`src/rtl/result_save_ctrl.sv`:
```
// Result save controller: arbitrates GEMM result writes (overwrite or accumulate)
// against readout requests and sequences the single-port result RAM.
`ifndef ADDR_SIZE
`define ADDR_SIZE 8
`endif
`ifndef RESULT_SIZE
`define RESULT_SIZE 32
`endif

module result_save_ctrl #(
  parameter int unsigned ADDR_W = `ADDR_SIZE,
  parameter int unsigned DATA_W = `RESULT_SIZE
) (
  input  logic              clk,
  input  logic              rst,
  input  logic              wr_valid,
  output logic              wr_ready,
  input  logic [ADDR_W-1:0] wr_addr,
  input  logic [DATA_W-1:0] wr_data,
  input  logic              wr_acc,
  input  logic              rd_valid,
  output logic              rd_ready,
  input  logic [ADDR_W-1:0] rd_addr,
  output logic              rd_data_valid,
  output logic [DATA_W-1:0] rd_data,
  output logic              ram_en,
  output logic              ram_we,
  output logic [ADDR_W-1:0] ram_addr,
  output logic [DATA_W-1:0] ram_din,
  input  logic [DATA_W-1:0] ram_dout,
  output logic              busy
);

  typedef enum logic [2:0] {
    StIdle,
    StWr,
    StAccRd,
    StAccWr,
    StRdIssue,
    StRdRet
  } state_e;

  state_e            state_q;
  logic              last_rd_q;
  logic [ADDR_W-1:0] addr_q;
  logic [DATA_W-1:0] data_q;

  logic idle;
  logic grant_wr;
  logic grant_rd;

  // Outputs are gated by rst so a reset cycle never writes RAM or pulses rd_data_valid.
  assign idle     = (state_q == StIdle) && !rst;
  assign grant_wr = wr_valid && (!rd_valid || last_rd_q);
  assign grant_rd = rd_valid && !grant_wr;
  assign wr_ready = idle && grant_wr;
  assign rd_ready = idle && grant_rd;
  assign busy     = !rst && (state_q != StIdle);

  always_ff @(posedge clk) begin
    if (rst) begin
      state_q   <= StIdle;
      last_rd_q <= 1'b1;
      addr_q    <= '0;
      data_q    <= '0;
    end else begin
      unique case (state_q)
        StIdle: begin
          if (wr_ready) begin
            addr_q    <= wr_addr;
            data_q    <= wr_data;
            last_rd_q <= 1'b0;
            state_q   <= wr_acc ? StAccRd : StWr;
          end else if (rd_ready) begin
            addr_q    <= rd_addr;
            last_rd_q <= 1'b1;
            state_q   <= StRdIssue;
          end
        end
        StAccRd:   state_q <= StAccWr;
        StRdIssue: state_q <= StRdRet;
        StWr, StAccWr, StRdRet: state_q <= StIdle;
        default:   state_q <= StIdle;
      endcase
    end
  end

  always_comb begin
    ram_en        = 1'b0;
    ram_we        = 1'b0;
    ram_addr      = '0;
    ram_din       = '0;
    rd_data_valid = 1'b0;
    rd_data       = '0;
    if (!rst) begin
      unique case (state_q)
        StWr: begin
          ram_en   = 1'b1;
          ram_we   = 1'b1;
          ram_addr = addr_q;
          ram_din  = data_q;
        end
        StAccRd, StRdIssue: begin
          ram_en   = 1'b1;
          ram_addr = addr_q;
        end
        StAccWr: begin
          ram_en   = 1'b1;
          ram_we   = 1'b1;
          ram_addr = addr_q;
          ram_din  = ram_dout + data_q;  // wraps modulo 2^DATA_W
        end
        StRdRet: begin
          rd_data_valid = 1'b1;
          rd_data       = ram_dout;
        end
        default: ;
      endcase
    end
  end

endmodule

```
`config.mk`:
```
export PLATFORM = sky130hd
export DESIGN_NAME = result_save_ctrl
export DESIGN_NICKNAME = d
export VERILOG_FILES = /design/src/rtl/result_save_ctrl.sv
export SDC_FILE = /design/constraint.sdc
export NUM_CORES = 1
export LEC_CHECK = 0
export CELL_PAD_IN_SITES_DETAIL_PLACEMENT = 1
export CELL_PAD_IN_SITES_GLOBAL_PLACEMENT = 1
export CORE_MARGIN = 2
export CORE_UTILIZATION = 28
export DETAILED_ROUTE_END_ITERATION = 7
export GPL_ROUTABILITY_DRIVEN = 0
export GPL_TIMING_DRIVEN = 0
export MAX_ROUTING_LAYER = met4
export PLACE_DENSITY_LB_ADDON = 0.1
export SLEW_MARGIN = 10
export SYNTH_ARGS = -nofsm -noshare
export SYNTH_HDL_FRONTEND = slang
export SYNTH_SLANG_ARGS = --single-unit
```
`constraint.sdc`:
```
create_clock -name clk -period 3.5 [get_ports clk]
set_clock_uncertainty 0.1 [all_clocks]
set_input_delay 0.7 -clock clk [delete_from_list [all_inputs] [get_ports clk]]
set_output_delay 0.7 -clock clk [all_outputs]
set_load 0.05 [all_outputs]
```
==> load_flow_metrics.sql <==
INSERT INTO impl_metrics (metric_group, metric, value, unit) VALUES
('cts', 'cts-hold-fix-buffers', '0', ''),
('yosys', 'yosys.cell_types.count', '60', ''),
('timing', 'final-setup-viol-count', '17', ''),
('finish', 'post-route-util', '52.6', '%'),
('setup_path', 'worst-path-max-fanout', '5', ''),
('die', 'die-height', '124', 'um'),
('timing', 'maxSlewHeadroom', '60.0', '%'),
('timing', 'final_max_tran_viols', '0', ''),
('cts', 'clk_latency', '0.31', 'ns'),
('yosys', 'post_synth_and_or_nand_nor_area_fraction', '35.3', '%'),
('cts', 'cts.sink_count', '44', ''),
('setup_path', 'setup.worst_path.start_class', 'primary input', ''),
('min_path', 'hold_end', 'addr_q[5]', ''),
('setup_path', 'worst_r2r_path_depth', '7', ''),
('timing', 'final_min_period_over_clock_period', '114', '%'),
('pwr', 'max-vdd-ir-drop', '0.188', 'mV'),
('yosys', 'flops_latches_synth', '44', ''),
('yosys', 'synth-edff-count', '0', ''),
('route', 'route.vias.total', '4980', ''),
('finish', 'area_growth_syn_to_layout', '82.1', '%'),
('route', 'vias_per_cell', '5.14', ''),
('setup_path', 'reg2reg_to', 'addr_q[2]', ''),
('timing', 'worst_slew_pin_slew', '0.600', 'ns'),
('finish', 'layout.nets', '904', ''),
('route', 'totalWireLength', '17400', 'um'),
('setup_path', 'critical_path.endpoint_type', 'output port', ''),
('run', 'maxCapViolCount', '0', ''),
('pwr', 'power.density_cell_area', '302', 'nW/um^2'),
('yosys', 'synth.yosys.seq_area_share', '21.7', '%'),
('yosys', 'syn-num-nets', '691', ''),
('yosys', 'synth_flop_cell', 'sky130_fd_sc_hd__dfxtp_1', ''),
('finish', 'count_of_fill_cells_added_during_filler_insertion', '1698', ''),
('placement', 'hpwl', '12100', 'um'),
('grt', 'first_pass_grt_wire_length', '26700', 'um'),
('outcome', 'run_status', 'finished with violations', ''),
('finish', 'stdcell_count', '968', ''),
('cts', 'clkTransAtPathRegs', '0.07', 'ns'),
('placement', 'buffer_ports.inserted', '162', ''),
('pwr', 'p_total', '2.23', 'mW'),
('yosys', 'yosys_warnings', '0', ''),
('timing', 'timing.fmax', '0.251', 'GHz'),
('route', 'wl_per_cell', '18.0', 'um'),
('grt', 'grt_start_max_net_pins', '19', ''),
('cts', 'htreeDepth', '2', ''),
('yosys', 'synthesis.area', '4060', 'sq um'),
('yosys', 'ys_async_sr_fraction', '0', '%'),
('grt', 'grt_use_total', '21.7', '%'),
('die', 'std_cell_core_area', '14000', 'sq um'),
('setup_path', 'worstPathArrival', '3.19', 'ns'),
('setup_path', 'worst-r2r-setup-slack', '1.00', 'ns'),
('yosys', 'combinational_family_with_the_most_area_after_synthesis', 'simple AND/OR/NAND/NOR gates', ''),
('outcome', 'violations', 'setup timing', ''),
('die', 'fp.dieArea', '15500', 'sq um'),
('yosys', 'synth.top_cell.area_share', '21.7', '%'),
('grt', 'grt_overflow', '0', ''),
('placement', 'place_inst', '916', ''),
('grt', 'grt_antenna_before_repair', '0', ''),
('die', 'io_pins', '163', ''),
('timing', 'postLayoutSetupSlackWorst', '-0.489', 'ns'),
('setup_path', 'cp_data_required_time', '2.70', 'ns'),
('die', 'start_util', '28.9', '%'),
('cts', 'tritoncts', 'built', ''),
('yosys', 'syn-mean-instance-area', '7.07', 'sq um'),
('yosys', 'post_synthesis_compound_gate_area_fraction', '22.7', '%'),
('yosys', 'biggest_area_consumer_among_synthesized_cells', 'sky130_fd_sc_hd__dfxtp_1', ''),
('grt', 'number_of_global_route_vias_before_repair', '5156', ''),
('min_path', 'worstHoldPathType', 'register to register', ''),
('min_path', 'worst_hold_path.num_cells', '2', ''),
('yosys', 'xor_xnor_share_of_the_synthesized_area', '4.75', '%'),
('cts', 'clk_path_buf_depth', '2', ''),
('timing', 'setup-tns-final', '-4.11', 'ns');
-- through the flow --
stage                     hold slack (ns)  cell area, sq um
after floorplan                     0.358              4310
after global placement              0.383              6150
after detailed placement            0.386              6160
after CTS                           0.404              6990
after global routing                0.421              7390
final                               0.400              7390
-- how the worst max path moves through the flow --
stage / cells after the start / start / slack, ns / end
detailed placement: 12 / ram_dout[24] / -1.58 / ram_din[31]
CTS: 11 / ram_dout[1] / -0.56 / ram_din[25]
finish: 11 / ram_dout[1] / -0.49 / ram_din[25]
global route: 11 / ram_dout[1] / -0.56 / ram_din[25]
floorplan: 9 / ram_dout[18] / -0.24 / ram_din[31]
global placement: 11 / ram_dout[18] / -1.55 / ram_din[31]
-- what timing repair did --
item | in CTS | in global routing
pin swaps | 46 | 71
setup buffers | 23 | 27
gates resized for setup | 419 | 139
setup endpoints to repair | 77 | 44
-- synthesized netlist by cell type (4+ instances only) --
cell type / count
sky130_fd_sc_hd__nand2_1: 125
sky130_fd_sc_hd__dfxtp_1: 44
sky130_fd_sc_hd__nor2_1: 41
sky130_fd_sc_hd__and2_1: 40
sky130_fd_sc_hd__a21oi_1: 33
sky130_fd_sc_hd__o21ai_0: 32
sky130_fd_sc_hd__ha_1: 31
sky130_fd_sc_hd__nand3b_1: 31
sky130_fd_sc_hd__clkbuf_1: 27
sky130_fd_sc_hd__a21o_1: 15
sky130_fd_sc_hd__a22oi_1: 12
sky130_fd_sc_hd__inv_1: 11
sky130_fd_sc_hd__xnor2_1: 11
sky130_fd_sc_hd__xor2_1: 11
sky130_fd_sc_hd__a311oi_1: 8
sky130_fd_sc_hd__nand3_1: 8
sky130_fd_sc_hd__a31oi_1: 7
sky130_fd_sc_hd__nand2b_1: 7
sky130_fd_sc_hd__nand4_1: 6
sky130_fd_sc_hd__nor3_1: 5
sky130_fd_sc_hd__o21a_1: 5
sky130_fd_sc_hd__or3_1: 5
sky130_fd_sc_hd__a32oi_1: 4
-- cell type report --
type	count	area (sq um)	share of cell area [%]
Clock buffer	5	125	1.69
Tap cell	180	225	3.05
Sequential cell	44	881	11.9
Multi-Input combinational cell	484	3940	53.4
Buffer	28	149	2.02
Clock inverter	3	46.3	0.627
Inverter	12	47.5	0.644
Timing Repair Buffer	212	1970	26.7
-- sequential cells by signal (all words and copies together) (netlist names) --
register	flops
addr_q	8
data_q	32
last_rd_q	1
state_q	3
-- metal layers --
layer | GRT usage, % | part of all wire (%)
met5 | - | 0
met4 | 5.95 | 0.78
met3 | 3.57 | 4.6
met2 | 37.9 | 52
met1 | 26.0 | 43
-- critical path: stages --
cell                        delay [ns]
sky130_fd_sc_hd__buf_8            0.10
sky130_fd_sc_hd__ha_4             0.25
sky130_fd_sc_hd__a21oi_2          0.05
sky130_fd_sc_hd__nand4b_1         0.27
sky130_fd_sc_hd__a2111oi_4        0.43
sky130_fd_sc_hd__nor2_4           0.10
sky130_fd_sc_hd__a311o_2          0.40
sky130_fd_sc_hd__a211oi_4         0.29
sky130_fd_sc_hd__o21ai_1          0.12
sky130_fd_sc_hd__a32o_2           0.31
sky130_fd_sc_hd__buf_8            0.15
-- power by group --
part	switching [mW]	leakage, nW	total (mW)	internal, mW
Combinational	0.541	2.65	1.03	0.486
Sequential	0.0610	0.362	0.617	0.556
Clock	0.250	0.0804	0.590	0.341
-- kinds of logic after synthesis --
kind of cell	Yosys count
and+or+nand+nor	288
AOI/OAI and AO/OA	139
buffers and inverters	46
DFF	44
adders and majority gates	32
xor gates and xnor gates	22
muxes	3
-- layout by cell type, fill, tap and decap left out, types with 7 or more instances in the layout --
master,count
sky130_fd_sc_hd__o21ai_0,10
sky130_fd_sc_hd__clkbuf_2,24
sky130_fd_sc_hd__o21ai_2,11
sky130_fd_sc_hd__xnor2_1,7
sky130_fd_sc_hd__buf_4,43
sky130_fd_sc_hd__buf_8,8
sky130_fd_sc_hd__nand3_1,7
sky130_fd_sc_hd__buf_2,13
sky130_fd_sc_hd__buf_6,28
sky130_fd_sc_hd__clkdlybuf4s15_2,25
sky130_fd_sc_hd__inv_1,9
sky130_fd_sc_hd__nor2_1,34
sky130_fd_sc_hd__a21oi_2,11
sky130_fd_sc_hd__a21o_1,15
sky130_fd_sc_hd__dlygate4sd2_1,10
sky130_fd_sc_hd__a311oi_1,8
sky130_fd_sc_hd__a21oi_1,12
sky130_fd_sc_hd__nand3b_1,31
sky130_fd_sc_hd__and2_1,41
sky130_fd_sc_hd__clkdlybuf4s15_1,10
sky130_fd_sc_hd__ha_4,27
sky130_fd_sc_hd__nand2_1,117
sky130_fd_sc_hd__a21oi_4,10
sky130_fd_sc_hd__o21ai_4,7
sky130_fd_sc_hd__a22oi_1,11
sky130_fd_sc_hd__dfxtp_1,44
sky130_fd_sc_hd__xor2_1,11
sky130_fd_sc_hd__clkbuf_1,13
sky130_fd_sc_hd__clkdlybuf4s50_1,57
No activity file was read; power rests on OpenSTA's default activity.
